==> src/rtl/multdiv_pkg.sv <==
// Shared types and constants for the mult/div issue logic and the multdiv unit bench.
package multdiv_pkg;

    typedef enum logic [1:0] {
        IDLE  = 2'd0,
        START = 2'd1,
        WAIT  = 2'd2,
        WB    = 2'd3
    } state_t;

    typedef enum logic {
        OP_MULT = 1'b0,
        OP_DIV  = 1'b1
    } op_t;

    localparam int MD_RSTATUS_REG = 30;
    localparam int MD_MULT_EXC    = 4;
    localparam int MD_DIV_EXC     = 5;
    localparam int MD_TMO_EXC     = 6;
    localparam int MD_TMO_CYCLES  = 64;
    localparam int MD_WDOG_W      = 7;

endpackage

==> src/rtl/multdiv_issue_if.sv <==
// Execute-side request, multdiv unit handshake and regfile write port of the issue block.
interface multdiv_issue_if #(
    parameter int DATA_W = 32,
    parameter int REG_W  = 5
);
    logic              ex_mult;
    logic              ex_div;
    logic [REG_W-1:0]  ex_rd;
    logic [DATA_W-1:0] ex_a;
    logic [DATA_W-1:0] ex_b;
    logic              flush;

    logic              ctrl_MULT;
    logic              ctrl_DIV;
    logic [DATA_W-1:0] data_operandA;
    logic [DATA_W-1:0] data_operandB;
    logic [DATA_W-1:0] data_result;
    logic              data_exception;
    logic              data_resultRDY;

    logic              stall;
    logic [REG_W-1:0]  busy_rd;

    logic              wb_valid;
    logic [REG_W-1:0]  wb_addr;
    logic [DATA_W-1:0] wb_data;
    logic              wb_ack;

    // Issue block view
    modport slave (
        input  ex_mult, ex_div, ex_rd, ex_a, ex_b, flush,
        input  data_result, data_exception, data_resultRDY, wb_ack,
        output ctrl_MULT, ctrl_DIV, data_operandA, data_operandB,
        output stall, busy_rd, wb_valid, wb_addr, wb_data
    );

    // Pipeline / multdiv unit / regfile view
    modport master (
        output ex_mult, ex_div, ex_rd, ex_a, ex_b, flush,
        output data_result, data_exception, data_resultRDY, wb_ack,
        input  ctrl_MULT, ctrl_DIV, data_operandA, data_operandB,
        input  stall, busy_rd, wb_valid, wb_addr, wb_data
    );

endinterface

==> src/rtl/md_watchdog.sv <==
// Saturating cycle counter with synchronous clear; flags once LIMIT counted cycles elapse.
module md_watchdog #(
    parameter int CNT_W = 7,
    parameter int LIMIT = 64
) (
    input  logic clock,
    input  logic reset_n,
    input  logic i_clr,
    input  logic i_en,
    output logic o_timeout
);

    localparam logic [CNT_W-1:0] LIMIT_V = CNT_W'(LIMIT);

    logic [CNT_W-1:0] r_cnt;

    // Holds at LIMIT so a long stall never wraps back into a false "not expired" state
    always_ff @(posedge clock or negedge reset_n) begin
        if (!reset_n) begin
            r_cnt <= '0;
        end else if (i_clr) begin
            r_cnt <= '0;
        end else if (i_en && (r_cnt != LIMIT_V)) begin
            r_cnt <= r_cnt + CNT_W'(1);
        end
    end

    assign o_timeout = (r_cnt == LIMIT_V);

endmodule

==> src/rtl/multdiv_issue.sv <==
// Issues MUL/DIV to the iterative multdiv unit, stalls the pipeline while it runs,
// and writes the result (or an exception code to $rstatus) back through the regfile port.
module multdiv_issue
    import multdiv_pkg::*;
#(
    parameter int DATA_W      = 32,
    parameter int REG_W       = 5,
    parameter int RSTATUS_REG = MD_RSTATUS_REG,
    parameter int MULT_EXC    = MD_MULT_EXC,
    parameter int DIV_EXC     = MD_DIV_EXC,
    parameter int TMO_EXC     = MD_TMO_EXC,
    parameter int TMO_CYCLES  = MD_TMO_CYCLES
) (
    input  logic           clock,
    input  logic           reset_n,
    multdiv_issue_if.slave bus
);

    state_t            r_state;
    state_t            w_next;
    op_t               r_op;
    logic [REG_W-1:0]  r_rd;
    logic [DATA_W-1:0] r_a;
    logic [DATA_W-1:0] r_b;
    logic [REG_W-1:0]  r_wb_addr;
    logic [DATA_W-1:0] r_wb_data;

    logic              w_accept;
    logic              w_timeout;
    logic              w_wd_clr;
    logic              w_wd_en;
    logic              w_finish;
    logic              w_skip_wb;
    logic [REG_W-1:0]  w_res_addr;
    logic [DATA_W-1:0] w_res_data;

    logic              w_ctrl_mult;
    logic              w_ctrl_div;
    logic              w_stall;
    logic [REG_W-1:0]  w_busy_rd;
    logic              w_wb_valid;

    assign w_accept = (bus.ex_mult | bus.ex_div) & ~bus.flush;
    assign w_wd_clr = (r_state == START);
    assign w_wd_en  = (r_state == WAIT);

    md_watchdog #(
        .CNT_W (MD_WDOG_W),
        .LIMIT (TMO_CYCLES)
    ) u_watchdog (
        .clock     (clock),
        .reset_n   (reset_n),
        .i_clr     (w_wd_clr),
        .i_en      (w_wd_en),
        .o_timeout (w_timeout)
    );

    // A WAIT cycle ends the operation on RDY or timeout unless flush squashes it; RDY beats timeout
    assign w_finish  = (r_state == WAIT) & ~bus.flush & (bus.data_resultRDY | w_timeout);
    assign w_skip_wb = bus.data_resultRDY & ~bus.data_exception & (r_rd == '0);

    always_comb begin
        w_res_addr = r_rd;
        w_res_data = bus.data_result;
        if (bus.data_resultRDY) begin
            if (bus.data_exception) begin
                w_res_addr = REG_W'(RSTATUS_REG);
                w_res_data = (r_op == OP_MULT) ? DATA_W'(MULT_EXC) : DATA_W'(DIV_EXC);
            end
        end else begin
            w_res_addr = REG_W'(RSTATUS_REG);
            w_res_data = DATA_W'(TMO_EXC);
        end
    end

    always_ff @(posedge clock or negedge reset_n) begin
        if (!reset_n) begin
            r_state <= IDLE;
        end else begin
            r_state <= w_next;
        end
    end

    always_comb begin
        w_next = r_state;
        case (r_state)
            IDLE:    if (w_accept) w_next = START;
            START:   w_next = bus.flush ? IDLE : WAIT;
            WAIT: begin
                if (bus.flush) begin
                    w_next = IDLE;
                end else if (w_finish) begin
                    w_next = (bus.data_resultRDY && w_skip_wb) ? IDLE : WB;
                end
            end
            // The write is already committed here, so flush has no effect
            WB:      if (bus.wb_ack) w_next = IDLE;
            default: w_next = IDLE;
        endcase
    end

    always_comb begin
        w_ctrl_mult = 1'b0;
        w_ctrl_div  = 1'b0;
        w_stall     = 1'b1;
        w_busy_rd   = r_rd;
        w_wb_valid  = 1'b0;
        case (r_state)
            IDLE: begin
                w_stall   = 1'b0;
                w_busy_rd = '0;
            end
            START: begin
                w_ctrl_mult = (r_op == OP_MULT);
                w_ctrl_div  = (r_op == OP_DIV);
            end
            WB:      w_wb_valid = 1'b1;
            default: ;
        endcase
    end

    // Operands are captured on accept so they are already stable during the START pulse
    always_ff @(posedge clock or negedge reset_n) begin
        if (!reset_n) begin
            r_op      <= OP_MULT;
            r_rd      <= '0;
            r_a       <= '0;
            r_b       <= '0;
            r_wb_addr <= '0;
            r_wb_data <= '0;
        end else begin
            if ((r_state == IDLE) && w_accept) begin
                r_op <= bus.ex_mult ? OP_MULT : OP_DIV;
                r_rd <= bus.ex_rd;
                r_a  <= bus.ex_a;
                r_b  <= bus.ex_b;
            end
            if (w_finish) begin
                r_wb_addr <= w_res_addr;
                r_wb_data <= w_res_data;
            end
        end
    end

    assign bus.ctrl_MULT     = w_ctrl_mult;
    assign bus.ctrl_DIV      = w_ctrl_div;
    assign bus.data_operandA = r_a;
    assign bus.data_operandB = r_b;
    assign bus.stall         = w_stall;
    assign bus.busy_rd       = w_busy_rd;
    assign bus.wb_valid      = w_wb_valid;
    assign bus.wb_addr       = r_wb_addr;
    assign bus.wb_data       = r_wb_data;

endmodule

==> src/flat_wrapper.sv <==
// flat-port wrapper written by rule: the top's interface ports become plain ports
module multdiv_issue_flat import multdiv_pkg::*;
#(
    parameter int DATA_W      = 32,
    parameter int REG_W       = 5,
    parameter int RSTATUS_REG = MD_RSTATUS_REG,
    parameter int MULT_EXC    = MD_MULT_EXC,
    parameter int DIV_EXC     = MD_DIV_EXC,
    parameter int TMO_EXC     = MD_TMO_EXC,
    parameter int TMO_CYCLES  = MD_TMO_CYCLES
)
  (clock, reset_n, bus_ex_mult, bus_ex_div, bus_ex_rd, bus_ex_a, bus_ex_b, bus_flush, bus_data_result, bus_data_exception, bus_data_resultRDY, bus_wb_ack, bus_ctrl_MULT, bus_ctrl_DIV, bus_data_operandA, bus_data_operandB, bus_stall, bus_busy_rd, bus_wb_valid, bus_wb_addr, bus_wb_data);
  multdiv_issue_if #(.DATA_W(DATA_W), .REG_W(REG_W)) bus_i ();
  input  logic clock;
  input  logic reset_n;
  input wire logic [$bits(bus_i.ex_mult)-1:0] bus_ex_mult;
  input wire logic [$bits(bus_i.ex_div)-1:0] bus_ex_div;
  input wire logic [$bits(bus_i.ex_rd)-1:0] bus_ex_rd;
  input wire logic [$bits(bus_i.ex_a)-1:0] bus_ex_a;
  input wire logic [$bits(bus_i.ex_b)-1:0] bus_ex_b;
  input wire logic [$bits(bus_i.flush)-1:0] bus_flush;
  input wire logic [$bits(bus_i.data_result)-1:0] bus_data_result;
  input wire logic [$bits(bus_i.data_exception)-1:0] bus_data_exception;
  input wire logic [$bits(bus_i.data_resultRDY)-1:0] bus_data_resultRDY;
  input wire logic [$bits(bus_i.wb_ack)-1:0] bus_wb_ack;
  output wire logic [$bits(bus_i.ctrl_MULT)-1:0] bus_ctrl_MULT;
  output wire logic [$bits(bus_i.ctrl_DIV)-1:0] bus_ctrl_DIV;
  output wire logic [$bits(bus_i.data_operandA)-1:0] bus_data_operandA;
  output wire logic [$bits(bus_i.data_operandB)-1:0] bus_data_operandB;
  output wire logic [$bits(bus_i.stall)-1:0] bus_stall;
  output wire logic [$bits(bus_i.busy_rd)-1:0] bus_busy_rd;
  output wire logic [$bits(bus_i.wb_valid)-1:0] bus_wb_valid;
  output wire logic [$bits(bus_i.wb_addr)-1:0] bus_wb_addr;
  output wire logic [$bits(bus_i.wb_data)-1:0] bus_wb_data;
  assign bus_i.ex_mult = bus_ex_mult;
  assign bus_i.ex_div = bus_ex_div;
  assign bus_i.ex_rd = bus_ex_rd;
  assign bus_i.ex_a = bus_ex_a;
  assign bus_i.ex_b = bus_ex_b;
  assign bus_i.flush = bus_flush;
  assign bus_i.data_result = bus_data_result;
  assign bus_i.data_exception = bus_data_exception;
  assign bus_i.data_resultRDY = bus_data_resultRDY;
  assign bus_i.wb_ack = bus_wb_ack;
  assign bus_ctrl_MULT = bus_i.ctrl_MULT;
  assign bus_ctrl_DIV = bus_i.ctrl_DIV;
  assign bus_data_operandA = bus_i.data_operandA;
  assign bus_data_operandB = bus_i.data_operandB;
  assign bus_stall = bus_i.stall;
  assign bus_busy_rd = bus_i.busy_rd;
  assign bus_wb_valid = bus_i.wb_valid;
  assign bus_wb_addr = bus_i.wb_addr;
  assign bus_wb_data = bus_i.wb_data;
  multdiv_issue #(.DATA_W(DATA_W), .REG_W(REG_W), .RSTATUS_REG(RSTATUS_REG), .MULT_EXC(MULT_EXC), .DIV_EXC(DIV_EXC), .TMO_EXC(TMO_EXC), .TMO_CYCLES(TMO_CYCLES)) u_core (.clock(clock), .reset_n(reset_n), .bus(bus_i));
endmodule
==> config.mk <==
export PLATFORM = sky130hd
export DESIGN_NAME = multdiv_issue_flat
export DESIGN_NICKNAME = d
export VERILOG_FILES = /design/src/rtl/multdiv_pkg.sv /design/src/rtl/multdiv_issue_if.sv /design/src/rtl/md_watchdog.sv /design/src/rtl/multdiv_issue.sv /design/src/flat_wrapper.sv
export SDC_FILE = /design/constraint.sdc
export NUM_CORES = 1
export LEC_CHECK = 0
export BUFFER_PORTS_ARGS = -buffer_cell sky130_fd_sc_hd__buf_2
export CAP_MARGIN = 20
export CORE_AREA = 2 2 100 102
export CTS_BUF_LIST = sky130_fd_sc_hd__clkbuf_8
export CTS_CLUSTER_DIAMETER = 100
export DETAILED_ROUTE_END_ITERATION = 12
export DIE_AREA = 0 0 102 104
export PLACE_DENSITY = 0.88
export SYNTH_ARGS = -nofsm -noshare
export SYNTH_HDL_FRONTEND = slang
export SYNTH_HIERARCHICAL = 1
export SYNTH_SLANG_ARGS = --single-unit
==> constraint.sdc <==
create_clock -name clock -period 3.9 [get_ports clock]
set_input_delay 0 -clock clock [delete_from_list [all_inputs] [get_ports clock]]
set_output_delay 0 -clock clock [all_outputs]
set_load 0.01 [all_outputs]
==> results of run 1 <==
-- where the power goes --
part | total (mW) | internal [mW] | switching, mW
registers | 2.13 | 1.75 | 0.371
clock network | 1.11 | 0.571 | 0.540
logic | 2.12 | 1.02 | 1.09
-- worst max-delay path by stage --
| stage | start | endpoint | slack [ps] | cells after the start |
|---|---|---|---|---|
| 4_1_cts | u_core/r_state[1] | u_core/r_state[1] | 1310 | 4 |
| 2_1_floorplan | u_core/u_watchdog/r_cnt[4] | u_core/bus.wb_addr[4] | 2130 | 5 |
| 3_3_place_gp | u_core/r_state[0] | u_core/bus.wb_addr[4] | 1670 | 3 |
| 6_report | u_core/r_state[1] | u_core/bus.wb_data[0] | 1350 | 5 |
| 5_1_grt | u_core/u_watchdog/r_cnt[0] | u_core/bus.wb_data[0] | 1230 | 8 |
| 3_5_place_dp | u_core/u_watchdog/r_cnt[0] | u_core/bus.wb_data[23] | 1570 | 8 |
-- metrics by stage --
stage	area [sq um]	utilization [%]	setup WS, ps	cells	hold slack (ps)
3_5_place_dp	6067	63.54	1569	715	186.7
6_report	7577	79.35	1355	858	56.38
2_1_floorplan	4893	-	2134	389	-295.6
5_1_grt	7577	79.35	1225	858	45.88
4_1_cts	7547	79.04	1315	856	21.28
3_3_place_gp	6052	63.38	1665	714	171.7
-- cells in the mapped netlist, types with 2 or more instances --
library cell,n
o31ai_1,32
nand2_1,34
buf_6,4
nand3_1,2
inv_1,7
nor4_1,6
clkbuf_1,16
buf_2,8
or3_1,2
xor2_1,2
o21ba_2,4
nor2b_1,9
nand4b_1,2
mux2_2,71
nand4_1,2
ha_1,2
mux2i_1,2
dfrtp_1,116
nand2b_1,2
o21ai_0,35
a21oi_1,4
nor2_1,8
-- worst reg2reg max path, cell delays in order, from the launching register on --
cell	delay, ps
dfrtp_1	520
or3b_2	780
buf_16	290
o21ai_0	180
o31ai_1	90
dlygate4sd3_1	560
-- logic make-up after synthesis --
logic type,after synthesis
flops,116
compound gates,82
simple gates,78
mux,73
buf+inv,36
xor+xnor,2
fa+ha+maj,2
-- routing by layer --
| metal | up-vias | track usage (%) | wire length [um] |
|---|---|---|---|
| met5 | - | 0 | 0 |
| met4 | 0 | 20.00 | 933 |
| met3 | 66 | 9.677 | 1058 |
| met2 | 241 | 55.97 | 8894 |
| met1 | 2185 | 33.36 | 5741 |
| li1 | 2039 | - | - |
-- registers in the layout, summed over array words and instances (netlist names) --
name,flops
u_core/bus.data_operandB,32
u_core/r_rd,5
u_core/bus.wb_data,32
u_core/r_state,2
u_core/r_op,1
u_core/bus.wb_addr,5
u_core/bus.data_operandA,32
u_core/u_watchdog/r_cnt,7
-- timing repair --
action | 4_1_cts | 5_1_grt
hold endpoints to repair | 175 | 0
setup endpoints to repair | 0 | 0
hold buffers | 109 | 0
-- final cells by class --
class                      instances  share of cell area [%]
clock buffer                      17                   3.088
inverter                           7                  0.3468
antenna                            1                 0.03303
sequential                       116                   38.31
clock inverter                    15                   2.048
tap                              133                   2.196
timing repair buffer             332                   29.85
multi-input combinational        237                   24.12
==> summary.txt, run 1 <==
Synthesis
  • Total nets after synthesis: 500
  • Synthesized-area fraction occupied by and/or/nand/nor cells: about 8.4%
  • Synthesized-area fraction occupied by ao, oa, aoi and oai cells: roughly 11%
  • Number of enable-type register cells in the synthesized netlist: 0
  • Area share of fa/ha/maj cells after synthesis: 0.5114%
  • Leading area contributor after synthesis: dfrtp_1
  • Yosys synthesis warning count: 6
  • Average cell area after synthesis: approximately 13 sq um
  • Number of storage elements in the synthesis netlist: 116
  • Synthesized cell area: 4893 sq um
  • Number of distinct library cells after synthesis: 41
  • Xor-xnor portion of the synthesized cell area: less than 1%
  • Flip-flop cell with the highest count after synthesis: dfrtp_1
  • Proportion of synthesized chip area in sequential cells: about three fifths
  • Proportion of register bits with asynchronous set or reset after synthesis: between 90% and 100%
  • Number of standard cells after synthesis: 389
  • Area share of the leading cell type in the synthesized netlist: 59.32%
  • Leading cell types by total area after synthesis: dfrtp_1 59%, mux2_2 16%, o31ai_1 4.9%
  • Largest family of logic cells by synthesized area: multiplexers
  • Share of cell area taken by muxes after synthesis: 16.75%

Drt
  • Routed len/inst: 19.38 um
  • Overall via count from detail_route: 4,531
  • Number of vias per cell: 5.281
  • First DRT Iteration DRCs: 210
  • Final routed wirelength across all metal layers: roughly 17,000 um
  • Number of search-and-repair iterations in the first detailed-routing pass: 5
  • DRC errors left: 0
  • ANT nets after route: 0

Timing
  • Maximum frequency from static timing analysis: about 400 MHz
  • Accumulated negative setup slack: 0 ps
  • RSZ-0062 raised after global routing: no
  • Final-report setup violation count: 0
  • Max_slew headroom: 36.08%
  • Largest clock skew in the final design: 14.97 ps
  • Transition time of the tightest slew-check pin: 955.7 ps
  • Post-layout min period: 2545 ps
  • Final hold viol count: 0
  • Period utilisation layout: approximately 65%
  • Number of slew-limit violations in the final report: 0

Place
  • Count of buffers inserted at the top-level ports: about 220
  • Placer's final routability congestion estimate: 0.7617
  • Detailed placement HPWL: 9115 um

Cells and area
  • Sequential cell area: 2903 sq um
  • Final-stage net count: 822
  • Area Overhead vs Synth: 54.85%
  • Most frequent cells in the layout: 217 x buf_2, 116 x dfrtp_1, 109 x dlygate4sd3_1, 71 x mux2_2, 35 x o21ai_0
  • Filler Cell Count: 566
  • Multi-input gate area: 1828 sq um
  • Fraction of final layout cells with drive strength greater than 1: 46.55%
  • Most common cell after layout, fill and taps aside: buf_2

Worst setup path
  • Worst reg2reg path startpoint: u_core/r_state[1]
  • Flop2flop setup slack: 1350 ps
  • Capture point of the worst reg-to-reg path: u_core/bus.wb_data[0]
  • Data arrival time of the critical path: 2860 ps
  • Type of the setup path with the least slack: flip-flop to flip-flop
  • CP Buf/Inv Count: 2
  • CP max stage cell: or3b_2
  • Req. time, crit path: between 4000 and 5000 ps
  • Crit path max fanout: 38
  • Worst R2R Path Depth: 5
  • Delay of the slowest cell on the worst path: 780 ps
  • Startpoint types: flip-flop
  • Crit path capture type: flip-flop
  • Critical path's top delay family: buffers and inverters
  • Ordered list of cells on the worst path: or3b_2 > buf_16 > o21ai_0 > o31ai_1 > dlygate4sd3_1

Floorplan
  • Ports: 219
  • DIE HEIGHT: about 100 um
  • Horizontal die dimension: 102 um
  • Starting density of the core: 51.24%
  • Core Region: 9549 sq um
  • Row Count: 36
  • Area enclosed by the die boundary: 10,610 sq um

Global route
  • Initial antenna violation count: 1
  • Number of global-route vias before repair: 5,032
  • GRT overflow: 0
  • Pin count of the biggest net entering global routing: 73
  • First-pass GRT wire length: 25,850 um
  • Overall fraction of global-route tracks in use: 32.28%

Clock network
  • Number of buffers created by CTS: 17
  • TritonCTS clock tree: done
  • Gates resized, CTS repair: 0
  • Clock latency of the later-clocked register in the worst-skew pair: 440 ps
  • # Post-CTS Setup Buffers: 0
  • Clock Sinks: 116
  • Max clock buf depth: 2
  • Clock edge transition at the registers on the reported setup and hold paths: roughly 70 ps
  • Root cell of the clock tree: clkbuf_8
  • H-tree depth: 4

Power and ir drop
  • Worst VDD drop: 0.4720 mV
  • PnR Total Power: approximately 5.4 mW
  • Leakage power summed over all cells: 3.598 nW
  • Power density over the cells: 706.3 nW/um^2

Min path
  • Min-Delay Path Depth: 3
  • Critical hold path startpoint: bus_data_exception
  • Classification of the worst-slack hold path: input port to flip-flop
  • Hold worst-path end: u_core/bus.wb_data[2]

Run status
  • Run status: finished clean

Job
  • Total of max-cap violations: 0
Note: power is estimated with default switching activity, not from simulation.
==> run 2: changes to the inputs <==
- CORE_AREA: 2 2 100 102 -> 2 2 103 105
- DIE_AREA: 0 0 102 104 -> 0 0 105 107
- PLACE_DENSITY: 0.88 -> 0.84
- clock period: 3.9 -> 2.6 ns (I/O delays scaled with it)
==> summary.txt, run 2 (synthesis gave the netlist of run 1 again) <==
Clock network
  • H-tree depth: 4 (unchanged)
  • Max clock buf depth: 2 (unchanged)
  • TritonCTS clock tree: done
  • Clock Sinks: 116 (unchanged)
  • Clock edge transition at the registers on the reported setup and hold paths: 70 ps (about the same)
  • Number of buffers created by CTS: 17 (unchanged)
  • Root cell of the clock tree: clkbuf_8
  • Clock latency of the later-clocked register in the worst-skew pair: 440 ps (about the same)
  • Gates resized, CTS repair: 0 (unchanged)

Global route
  • Overall fraction of global-route tracks in use: 27.71% (-4.6 points)
  • Number of global-route vias before repair: 4,769 (-5.2%)
  • Initial antenna violation count: 0 (-1)
  • GRT overflow: 0 (unchanged)
  • Pin count of the biggest net entering global routing: 60 (-18%)
  • First-pass GRT wire length: 23,960 um (-7.3%)

Cells and area
  • Number of standard cells in the layout, taps in and fillers out: 863 (+0.58%)
  • Filler Cell Count: 647 (+14%)
  • Final-stage net count: 825 (+0.36%)
  • Most frequent cells in the layout: 217 x buf_2, 116 x dfrtp_1, 109 x dlygate4sd3_1, 71 x mux2_2, 35 x o21ai_0
  • Fraction of final layout cells with drive strength greater than 1: 46.77% (+0.22 points)
  • Multi-input gate area: 1828 sq um (unchanged)
  • Sequential cell area: 2903 sq um (unchanged)
  • Area Overhead vs Synth: 56.15%
  • Most common cell after layout, fill and taps aside: buf_2
  • Antenna Cells: 0 (-1)

Place
  • Count of buffers inserted at the top-level ports: 218 (unchanged)
  • Placer's final routability congestion estimate: 0.7472 (-1.9%)
  • Detailed placement HPWL: 9022 um (-1.0%)
  • Number of cells after detailed placement: 722 (+0.98%)

Drt
  • DRC errors left: 0 (unchanged)
  • Number of vias per cell: 5.147 (-2.5%)
  • Overall via count from detail_route: 4,442 (-2.0%)
  • First DRT Iteration DRCs: 344 (+64%)
  • Final routed wirelength across all metal layers: 15,210 um (-8.5%)
  • ANT nets after route: 0 (unchanged)
  • Routed len/inst: 17.63 um (-9.0%)
  • Number of search-and-repair iterations in the first detailed-routing pass: 7 (+2)

Floorplan
  • Core Region: 10,090 sq um (+5.7%)
  • Ports: 219 (unchanged)
  • DIE HEIGHT: 107 um (+2.9%)
  • Row Count: 37 (+2.8%)
  • Area enclosed by the die boundary: 11,240 sq um (+5.9%)
  • Starting density of the core: 48.49% (-2.8 points)
  • Horizontal die dimension: 105 um (+2.9%)

Power and ir drop
  • Worst VDD drop: 0.7210 mV (+53%)
  • Power density over the cells: 1063 nW/um^2 (+51%)
  • Leakage power summed over all cells: 3.629 nW (+0.85%)

Min path
  • Min-Delay Path Depth: 3 (unchanged)
  • Classification of the worst-slack hold path: input port to flip-flop
  • Hold worst-path end: u_core/bus.wb_data[2]
  • Critical hold path startpoint: bus_data_exception

Worst setup path
  • Ordered list of cells on the worst path: or3b_2 > a31o_2 > o211ai_1 > dlygate4sd3_1
  • Worst R2R Path Depth: 4 (-1)
  • Crit path capture type: flip-flop
  • Req. time, crit path: 2980 ps (-1230 ps)
  • Flop2flop setup slack: 240 ps (-1120 ps)
  • Startpoint types: flip-flop
  • Type of the setup path with the least slack: flip-flop to flip-flop
  • Capture point of the worst reg-to-reg path: u_core/r_state[1]
  • Worst reg2reg path startpoint: u_core/r_state[1]
  • CP max stage cell: or3b_2
  • Crit path max fanout: 36 (-5.3%)
  • Data arrival time of the critical path: 2740 ps (-120 ps)
  • Delay of the slowest cell on the worst path: 770 ps (about the same)

Timing
  • Maximum frequency from static timing analysis: 423.7 MHz (+7.8%)
  • Number of slew-limit violations in the final report: 0 (unchanged)
  • Post-layout min period: 2360 ps (-184.6 ps)
  • RSZ-0062 raised after global routing: no
  • Final-report setup violation count: 0 (unchanged)
  • Max_slew headroom: 51.21% (+15 points)
  • Accumulated negative setup slack: 0 ps (unchanged)
  • Largest clock skew in the final design: 11.64 ps (-3.321 ps)
  • Transition time of the tightest slew-check pin: 731.8 ps (-223.8 ps)
  • Final hold viol count: 0 (unchanged)
  • Period utilisation layout: 90.79% (+26 points)

Run status
  • Run status: finished clean

Job
  • Total of max-cap violations: 0 (unchanged)
==> run 2: cell types whose count changed in the layout (fill, tap and decap cells not counted), sizes merged <==
cell	before	now
buf	223	226
bufinv	2	4
clkbuf	17	19
clkinv	6	3
diode	1	0
inv	11	10
==> run 2: final cells by class <==
class | instances | area share, %
Clock buffer | 19 | 3.422
Clock inverter | 13 | 2.554
Inverter | 7 | 0.3439
Multi-Input combinational cell | 237 | 23.92
Sequential cell | 116 | 37.99
Tap cell | 136 | 2.227
Timing Repair Buffer | 335 | 29.54
==> run 2: report_power, final <==
group | leakage [nW] | internal [mW] | total [mW] | switching, mW
logic | 1.98 | 1.51 | 3.08 | 1.57
registers | 1.43 | 2.63 | 3.15 | 0.515
clock network | 0.220 | 1.11 | 1.90 | 0.793
==> run 2: critical path: cells and delay by family, from the launching register on <==
kind            cells  cell delay (ps)
buf+inv             1              570
compound gates      2              420
simple gates        1              770
flops               1              530
==> run 2: how the worst max path moves through the flow <==
stage	from	endpoint	slack [ps]	depth (start not counted)
floorplan	u_core/u_watchdog/r_cnt[4]	u_core/bus.wb_addr[4]	830	5
global placement	u_core/r_state[0]	u_core/bus.wb_addr[4]	600	3
detailed placement	u_core/r_state[1]	u_core/bus.wb_addr[4]	510	3
CTS	u_core/r_state[1]	u_core/r_state[1]	270	4
global route	u_core/r_state[1]	u_core/r_state[1]	150	4
finish	u_core/r_state[1]	u_core/r_state[1]	240	4
==> run 2: stage by stage <==
step / power, mW / utilization [%] / cell area [sq um] / setup WS, ps / hold WS, ps
floorplan: 4.721 / - / 4893 / 834.0 / -295.6
global placement: 5.829 / 60.38 / 6093 / 601.2 / 84.90
detailed placement: 5.998 / 60.38 / 6093 / 506.4 / 103.1
CTS: 8.036 / 75.71 / 7641 / 266.2 / 29.33
global route: 8.584 / 75.71 / 7641 / 147.6 / 67.63
finish: 8.124 / 75.71 / 7641 / 239.6 / 50.33
==> run 2: timing repair <==
item / 4_1_cts / 5_1_grt
setup endpoints to repair: 0 / 0
hold endpoints to repair: 158 / 0
hold buffers: 109 / 0
buffers inserted: 0 / 0
==> run 2: metal layers <==
layer	vias up	share of wire [%]	global-route usage [%]
li1	2045	-	-
met1	2167	36	29.10
met2	196	55	51.90
met3	34	6.2	8.024
met4	0	2.5	11.14
met5	-	0	0
